[config.mk]
export PLATFORM = sky130hd
export DESIGN_NAME = multi_edge_detector
export DESIGN_NICKNAME = d
export VERILOG_FILES = /design/src/rtl/edge_det_pkg.sv /design/src/rtl/edge_det_chan.sv /design/src/rtl/multi_edge_detector.sv
export SDC_FILE = /design/constraint.sdc
export NUM_CORES = 1
export LEC_CHECK = 0
export ABC_CLOCK_PERIOD_IN_PS = 1600
export BUFFER_PORTS_ARGS = -buffer_cell sky130_fd_sc_hd__buf_2
export CORE_UTILIZATION = 30
export CTS_BUF_LIST = sky130_fd_sc_hd__clkbuf_4 sky130_fd_sc_hd__clkbuf_8
export DETAILED_ROUTE_END_ITERATION = 8
export HOLD_SLACK_MARGIN = 0.1
export MAX_ROUTING_LAYER = met4
export PLACE_DENSITY = 0.61
export SLEW_MARGIN = 20
export SYNTH_ARGS = -nofsm -noshare
export SYNTH_HDL_FRONTEND = slang
export SYNTH_HIERARCHICAL = 1
export SYNTH_SLANG_ARGS = --single-unit
[constraint.sdc]
create_clock -name clk -period 1.6 [get_ports clk]
set_input_delay 0.24 -clock clk [delete_from_list [all_inputs] [get_ports clk]]
set_output_delay 0.24 -clock clk [all_outputs]
set_load 0.02 [all_outputs]
[src/rtl/edge_det_pkg.sv]
// Shared definitions for the multi-channel edge detector: edge-mode encodings,
// warm-up counter width and the mode-based event selection helper.
package edge_det_pkg;

  typedef enum logic [1:0] {
    MODE_RISE = 2'b00,
    MODE_FALL = 2'b01,
    MODE_BOTH = 2'b10,
    MODE_OFF  = 2'b11
  } edge_mode_e;

  // Wide enough to count SYNC_STAGES+1 for the largest legal SYNC_STAGES (4)
  localparam int unsigned WARM_W = 3;

  function automatic logic mode_sel(input edge_mode_e m, input logic rise, input logic fall);
    logic sel;
    sel = 1'b0;
    case (m)
      MODE_RISE: sel = rise;
      MODE_FALL: sel = fall;
      MODE_BOTH: sel = rise | fall;
      default:   sel = 1'b0;
    endcase
    return sel;
  endfunction

endpackage

[src/rtl/edge_det_chan.sv]
// One edge-detector channel: synchroniser, optional debounce filter
// (EDGE_DET_DEBOUNCE_EN), edge pulses, sticky flag and saturating counter.
module edge_det_chan
  import edge_det_pkg::*;
#(
  parameter int unsigned SYNC_STAGES = 2,
  parameter int unsigned CNT_W       = 8,
  parameter int unsigned DEB_CYCLES  = 4
) (
  input  logic             clk,
  input  logic             rst_n,
  input  logic             i_in,
  input  edge_mode_e       i_mode,
  input  logic             i_clr,
  input  logic             i_arm,
  output logic             o_pedge,
  output logic             o_nedge,
  output logic             o_evt,
  output logic             o_sticky,
  output logic [CNT_W-1:0] o_cnt
);

  logic [SYNC_STAGES-1:0] r_sync;
  logic                   w_level;
  logic                   r_prev;
  logic                   w_rise;
  logic                   w_fall;
  logic                   r_pedge;
  logic                   r_nedge;
  logic                   r_evt;
  logic                   r_sticky;
  logic [CNT_W-1:0]       r_cnt;

  always_ff @(posedge clk or negedge rst_n) begin
    if (!rst_n) r_sync <= '0;
    else        r_sync <= {r_sync[SYNC_STAGES-2:0], i_in};
  end

`ifdef EDGE_DET_DEBOUNCE_EN
  localparam int unsigned DEB_W = (DEB_CYCLES > 1) ? $clog2(DEB_CYCLES) : 1;
  localparam logic [DEB_W-1:0] DEB_LAST = DEB_W'(DEB_CYCLES - 1);

  logic             r_filt;
  logic [DEB_W-1:0] r_deb;

  // Level flips only after DEB_CYCLES consecutive disagreeing samples
  always_ff @(posedge clk or negedge rst_n) begin
    if (!rst_n) begin
      r_filt <= 1'b0;
      r_deb  <= '0;
    end else if (r_sync[SYNC_STAGES-1] != r_filt) begin
      if (r_deb == DEB_LAST) begin
        r_filt <= r_sync[SYNC_STAGES-1];
        r_deb  <= '0;
      end else begin
        r_deb <= r_deb + DEB_W'(1);
      end
    end else begin
      r_deb <= '0;
    end
  end

  assign w_level = r_filt;
`else
  assign w_level = r_sync[SYNC_STAGES-1];
`endif

  assign w_rise = w_level & ~r_prev;
  assign w_fall = ~w_level & r_prev;

  always_ff @(posedge clk or negedge rst_n) begin
    if (!rst_n) begin
      r_prev  <= 1'b0;
      r_pedge <= 1'b0;
      r_nedge <= 1'b0;
      r_evt   <= 1'b0;
    end else begin
      r_prev  <= w_level;
      r_pedge <= i_arm & w_rise;
      r_nedge <= i_arm & w_fall;
      r_evt   <= i_arm & mode_sel(i_mode, w_rise, w_fall);
    end
  end

  // An event arriving together with clr wins and restarts the count at 1
  always_ff @(posedge clk or negedge rst_n) begin
    if (!rst_n) begin
      r_sticky <= 1'b0;
      r_cnt    <= '0;
    end else if (r_evt) begin
      r_sticky <= 1'b1;
      if (i_clr)             r_cnt <= CNT_W'(1);
      else if (r_cnt != '1)  r_cnt <= r_cnt + CNT_W'(1);
    end else if (i_clr) begin
      r_sticky <= 1'b0;
      r_cnt    <= '0;
    end
  end

  assign o_pedge  = r_pedge;
  assign o_nedge  = r_nedge;
  assign o_evt    = r_evt;
  assign o_sticky = r_sticky;
  assign o_cnt    = r_cnt;

endmodule

[src/rtl/multi_edge_detector.sv]
// Multi-channel edge detector top: shared warm-up counter and bus packing.
// Optional debounce filtering is enabled with `define EDGE_DET_DEBOUNCE_EN.
module multi_edge_detector
  import edge_det_pkg::*;
#(
  parameter int unsigned WIDTH       = 8,
  parameter int unsigned SYNC_STAGES = 2,
  parameter int unsigned CNT_W       = 8,
  parameter int unsigned DEB_CYCLES  = 4
) (
  input  logic                   clk,
  input  logic                   rst_n,
  input  logic [WIDTH-1:0]       in,
  input  logic [1:0]             mode,
  input  logic [WIDTH-1:0]       clr,
  output logic [WIDTH-1:0]       pedge,
  output logic [WIDTH-1:0]       nedge,
  output logic [WIDTH-1:0]       evt,
  output logic [WIDTH-1:0]       sticky,
  output logic [WIDTH*CNT_W-1:0] cnt
);

  localparam logic [WARM_W-1:0] WARM_END = WARM_W'(SYNC_STAGES + 1);

  if (SYNC_STAGES < 2 || SYNC_STAGES > 4 || DEB_CYCLES < 1) begin : g_bad_cfg
    $error("multi_edge_detector: SYNC_STAGES must be 2..4 and DEB_CYCLES >= 1");
  end

  logic [WARM_W-1:0] r_warm;
  logic              w_arm;
  edge_mode_e        w_mode;

  assign w_arm  = (r_warm == WARM_END);
  assign w_mode = edge_mode_e'(mode);

  // Pulses stay masked until the sync chain has flushed its reset contents
  always_ff @(posedge clk or negedge rst_n) begin
    if (!rst_n)      r_warm <= '0;
    else if (!w_arm) r_warm <= r_warm + WARM_W'(1);
  end

  for (genvar g = 0; g < WIDTH; g++) begin : g_chan
    edge_det_chan #(
      .SYNC_STAGES(SYNC_STAGES),
      .CNT_W      (CNT_W),
      .DEB_CYCLES (DEB_CYCLES)
    ) u_chan (
      .clk     (clk),
      .rst_n   (rst_n),
      .i_in    (in[g]),
      .i_mode  (w_mode),
      .i_clr   (clr[g]),
      .i_arm   (w_arm),
      .o_pedge (pedge[g]),
      .o_nedge (nedge[g]),
      .o_evt   (evt[g]),
      .o_sticky(sticky[g]),
      .o_cnt   (cnt[g*CNT_W +: CNT_W])
    );
  end

endmodule

Word level (Yosys, flattened, before mapping)
Index checks and enable logic that the tools add are counted.
Operators by class
  eq/ne operators: 11
  reduce and logical (&&, ||, !) cells: 25
  muxes and demuxes: 56
  add/sub/neg operators: 9
  bitwise gates (word level): 64
Operators by type and width (count)
  $mux 8: 32
  $add 8x1->8 const B: 8
  $ne 8x8->1 const B: 8
  $and 1x1->1: 40
  $reduce_bool 2->1: 16
  $pmux 1 s3: 8
  $mux 1: 16
  $not 1->1: 16
  $reduce_and 2->1: 8
  $or 1x1->1: 8
  $add 3x1->3 const B: 1
  $eq 3x2->1 const B: 1
  $eq 2x1->1 const B: 1
  $eq 2x2->1 const B: 1
  $logic_not 2->1: 1
Word-level totals
  register bits: 123
  word-level logic and storage cells: 222
  output and inout bits: 96
  bits of input ports: 20

Longest topological paths before layout
  depth after elaboration: 5
  gate-level depth with buffers: 6
  depth with buffers taken out: 6

Cells and area by module
Netlist, hierarchy kept.
Modules (own cells, without submodules)
  edge_det_chan: seq. area each 375.4 um^2, cells an instance 64, area an instance 681.9 um^2, times used 8
  multi_edge_detector: seq. area each 75.1 um^2, cells an instance 10, area an instance 150.1 um^2, times used 1

Worst setup path after synthesis
OpenSTA, ideal clock, no wires.
  kind: flip-flop to flip-flop
  from: reg g_chan[0].u_chan.r_cnt[0]
  to: reg g_chan[0].u_chan.r_cnt[5]
  library setup time: 0.077 ns
  setup slack: 0.017 ns
  stages on the path, launching flop included: 6
  period minus slack after synthesis: 1.583 ns
  required time: 1.523 ns
  data arrival time: 1.506 ns
  buffers on the path: 0
  cells stage by stage: dfrtp_1 ha_1 nand3_1 nor2_1 or4_1 a21oi_1
On the way
  cells in the longest elaborated chain, start to end: 4
  elaborated cells between the ends (all ways): 7
  classes of those cells: add/sub (1); eq/ne (1); mux (3); reduce/logical (2)
Ends and longest elaborated chain
  start: declaration: RTL line edge_det_chan.sv:32  | logic [CNT_W-1:0] r_cnt;
  start signal: assignment: RTL line edge_det_chan.sv:93  | else if (r_cnt != '1) r_cnt <= r_cnt + CNT_W'(1);
  $add 8x1->8: RTL line edge_det_chan.sv:93
  $mux 8: RTL line edge_det_chan.sv:93
  $mux 8: RTL line edge_det_chan.sv:92  | if (i_clr) r_cnt <= CNT_W'(1);
  $mux 8: RTL line edge_det_chan.sv:90  | end else if (r_evt) begin
Parallel ways exist; a longest one is shown, timed or not. The select of a mux whose other input is x is not followed.
A chain may end at the register's enable or synchronous reset.

Worst setup path in the final report
  from: reg g_chan[4].u_chan.r_cnt[1]
  to: reg g_chan[4].u_chan.r_cnt[5]
On the way
  cells in the longest elaborated chain, start to end: 4
  elaborated cells between the ends (all ways): 7
  classes of those cells: add/sub (1); eq/ne (1); mux (3); reduce/logical (2)
Ends and longest elaborated chain (RTL line)
  start: declaration: edge_det_chan.sv:32
  start signal: assignment: edge_det_chan.sv:93
  $add 8x1->8: edge_det_chan.sv:93
  $mux 8: edge_det_chan.sv:93
  $mux 8: edge_det_chan.sv:92
  $mux 8: edge_det_chan.sv:90
Parallel ways exist; a longest one is shown, timed or not. The select of a mux whose other input is x is not followed.

==> flow_metrics.py <==
metrics = {
    "status": {
        "outcome": "complete, but fails checks",
        "violations_in_the_final_reports": "design-rule violations",
    },
    "sta": {
        "slew-limit-headroom_pct": 70.1,
        "finalHoldViolCount": 0,
        "max_freq_mhz": 649,
        "rsz0062_at_grt": "no",
        "final_cycle_share_pct": 96.3,
        "finalSetupViolations": 0,
        "min_period_ps": 1540,
        "timing.final.max_slew_violations": 0,
        "timing.clock.skew_ps": 9.92,
        "setup-tns-final_ps": 0,
        "timing_worst_slew_pin_value_ps": 448,
    },
    "synthesis": {
        "synth.net_count": 569,
        "post_synth_num_cell_types": 24,
        "synthCells": 522,
        "ys_seq_area_share_pct": 54.9,
        "synth.ff_latch_count": 123,
        "yosys_warnings": 6,
        "avgSynthCellArea_um2": 10.7,
        "synth_area_mm2": 0.00561,
    },
    "worst_setup_path": {
        "setup.reg_to_reg.worst_slack_ps": 60,
        "cp_cell_sequence": "ha_1 -> nand3_1 -> nor2_1 -> or4_1 -> a21oi_1",
        "cp_data_required_time_ps": 1950,
        "arrival_ps": 1890,
        "r2r_end": "g_chan[4].u_chan/o_cnt[5]$_DFFE_PN0P_",
        "timing.critical_path.slowest_cell_delay_ps": 460,
        "timing_worst_setup_path_type": "flip-flop to flip-flop",
        "end_kind": "flip-flop",
        "worstRegToRegCells": 5,
        "critPathLaunchType": "flip-flop",
        "worst_path_max_delay_cell": "sky130_fd_sc_hd__or4_1",
        "cp_max_fo": 4,
        "regToRegStartpoint": "g_chan[4].u_chan/o_cnt[1]$_DFFE_PN0P_",
    },
    "global_route": {
        "first_pass_grt_wire_length_um": 21300,
        "grt_max_degree": 37,
        "first_global_vias": 4321,
        "grt_overflow": 0,
        "grt_antenna_before_repair": 0,
        "grt_usage_pct": 14.4,
    },
    "drt": {
        "antenna_left": 0,
        "drtPass1Iterations": 6,
        "route.final.wire_length_um": 12500,
        "detail_route.iter0.violations": 168,
        "vias": 4466,
        "drt-wirelength-per-cell_um": 13.3,
        "detail_route.drc_violations": 8,
        "detail_route.vias_per_cell": 4.78,
    },
    "clocking": {
        "clkSinkCount": 123,
        "clock_insertion_delay_worst_skew_ps": 430,
        "root_buffer": "sky130_fd_sc_hd__clkbuf_8",
        "tritoncts": "built",
        "clock_pin_slew_worst_setup_and_hold_paths_ps": 70,
        "ctsHtreeMaxLevel": 4,
        "tritoncts.num_buffers": 17,
        "ctsLongestPathBuffers": 2,
    },
    "floorplan": {
        "floorplan.die.height_um": 139,
        "start_util_pct": 30.9,
        "die-area_mm2": 0.0192,
        "core_region_area_mm2": 0.0181,
        "die_w_um": 139,
        "ioPinCount": 116,
        "fp-row-count": 49,
    },
    "finish": {
        "antenna-diode-count": 0,
        "flow.area_growth_from_synthesis_pct": 29.9,
        "final_design_area_no_fill_mm2": 0.00728,
        "finish.cell_count_without_fillers": 934,
        "utilization_pct": 40.1,
        "post_route_cells_drive_above_1_share_pct": 29.4,
        "finalNetCount": 740,
    },
    "pwr": {
        "pwr_density_cell_mw_per_mm2": 995,
        "power.total_mw": 7.24,
        "power.leakage_nw": 3.69,
        "vdd_drop_max_mv": 0.565,
    },
    "placement": {
        "dp_hpwl_um": 8670,
        "globalplace.congestion": 0.835,
        "dp.cells": 884,
        "placement.cell_area_mm2": 0.00663,
        "place.port_buffers": 115,
    },
    "hold_path": {
        "hold_class": "primary input to async pin",
    },
    "job": {
        "max-cap-violations": 0,
    },
}
worst max path at each step:
stage / startpoint / endpoint / slack [ps] / cells after the start
floorplan: g_chan[0].u_chan/o_cnt[0]$_DFFE_PN0P_ / g_chan[0].u_chan/o_cnt[5]$_DFFE_PN0P_ / 20 / 5
global placement: g_chan[1].u_chan/o_cnt[1]$_DFFE_PN0P_ / g_chan[1].u_chan/o_cnt[5]$_DFFE_PN0P_ / 120 / 5
detailed placement: g_chan[1].u_chan/o_cnt[1]$_DFFE_PN0P_ / g_chan[1].u_chan/o_cnt[5]$_DFFE_PN0P_ / 80 / 5
CTS: g_chan[4].u_chan/o_cnt[1]$_DFFE_PN0P_ / g_chan[4].u_chan/o_cnt[5]$_DFFE_PN0P_ / 60 / 5
global route: g_chan[4].u_chan/o_cnt[1]$_DFFE_PN0P_ / g_chan[4].u_chan/o_cnt[5]$_DFFE_PN0P_ / 0.6 / 5
finish: g_chan[4].u_chan/o_cnt[1]$_DFFE_PN0P_ / g_chan[4].u_chan/o_cnt[5]$_DFFE_PN0P_ / 60 / 5
Yosys cell counts, drive strengths merged:
cell	n	area share (%)
nand4	16	3.6
nand2	48	3.2
o31ai	8	1.1
mux2i	25	4.5
inv	25	1.7
or4	8	1.1
a31oi	8	0.89
and3	24	2.9
xnor2	1	0.16
a21o	8	1.3
mux2	1	0.27
a211oi	8	1.1
dfrtp	123	55
a21oi	40	3.6
and2	24	2.7
nor2	48	3.2
a311oi	8	1.3
o21ai	32	2.9
nor3	8	0.71
nor2b	8	0.89
nand3	16	1.4
o22ai	8	0.89
ha	27	6.0
routing by layer:
metal / up-vias / routed length (µm) / track usage [%]
li1: 2229 / - / -
met1: 2121 / 6060 / 18.3
met2: 97 / 5690 / 21.8
met3: 19 / 491 / 3.66
met4: 0 / 228 / 6.02
met5: - / 0 / -
what timing repair did:
item | 4_1_cts | 5_1_grt
setup buffers | 0 | 2
resized for setup | 0 | 8
endpoints found under the setup margin | 0 | 7
endpoints found under the hold margin | 179 | 0
hold buffers | 17 | 0
flip-flops by register name (all words and copies together), names as in the netlist:
register,count
g_chan.u_chan/o_pedge,8
g_chan.u_chan/o_nedge,8
g_chan.u_chan/o_sticky,8
g_chan.u_chan/r_prev,8
g_chan.u_chan/o_evt,8
r_warm,3
g_chan.u_chan/o_cnt,64
g_chan.u_chan/r_sync,16
where the power goes:
| part | switching (mW) | internal, mW | leakage (nW) |
|---|---|---|---|
| Sequential | 0.118 | 3.26 | 1.59 |
| Combinational | 0.492 | 0.338 | 1.89 |
| Clock | 1.25 | 1.79 | 0.210 |
| Total | 1.86 | 5.38 | 3.69 |
critical path, delay by kind of cell, from the launching register on:
| kind | cells | cell delay (ps) |
|---|---|---|
| simple gates | 3 | 650 |
| flops | 1 | 420 |
| fa+ha+maj | 1 | 240 |
| compound gates | 1 | 150 |
per-stage QoR:
| stage | setup WS (ps) | hold slack [ps] |
|---|---|---|
| floorplan | 17.1 | -55.6 |
| global placement | 121 | 167 |
| detailed placement | 79.7 | 168 |
| CTS | 61.5 | 246 |
| global route | 0.614 | 267 |
| finish | 59.1 | 267 |
cell families (layout without fill, tap and decap cells):
logic type / count (synthesis) / after routing / synth area share (%)
compound gates: 120 / 120 / 12.9
xor+xnor: 1 / 1 / 0.156
fa+ha+maj: 27 / 27 / 6.03
buf+inv: 25 / 208 / 1.67
flops: 123 / 123 / 54.9
mux: 26 / 26 / 4.73
simple gates: 200 / 200 / 19.6
layout by cell type, fill, tap and decap left out, types with 14 or more instances in the layout:
| cell type | count |
|---|---|
| sky130_fd_sc_hd__and3_1 | 16 |
| sky130_fd_sc_hd__o21ai_0 | 32 |
| sky130_fd_sc_hd__buf_4 | 18 |
| sky130_fd_sc_hd__mux2i_1 | 25 |
| sky130_fd_sc_hd__dfrtp_1 | 123 |
| sky130_fd_sc_hd__inv_1 | 25 |
| sky130_fd_sc_hd__nor2_1 | 48 |
| sky130_fd_sc_hd__ha_1 | 22 |
| sky130_fd_sc_hd__clkbuf_8 | 19 |
| sky130_fd_sc_hd__a21oi_1 | 39 |
| sky130_fd_sc_hd__nand3_1 | 14 |
| sky130_fd_sc_hd__nand2_1 | 48 |
| sky130_fd_sc_hd__dlygate4sd3_1 | 17 |
| sky130_fd_sc_hd__buf_2 | 114 |
| sky130_fd_sc_hd__and2_1 | 24 |
| sky130_fd_sc_hd__nand4_2 | 16 |
cell type report:
type                    count  area (µm²)
fillers                  1801       10900
inverters                  25        93.8
repair buffers            152         927
flip-flops and latches    123        3080
clock buffers              20         269
well taps                 229         287
multi-input cells         374        2460
clock inverters            11         169
(Power assumes the default switching activity.)
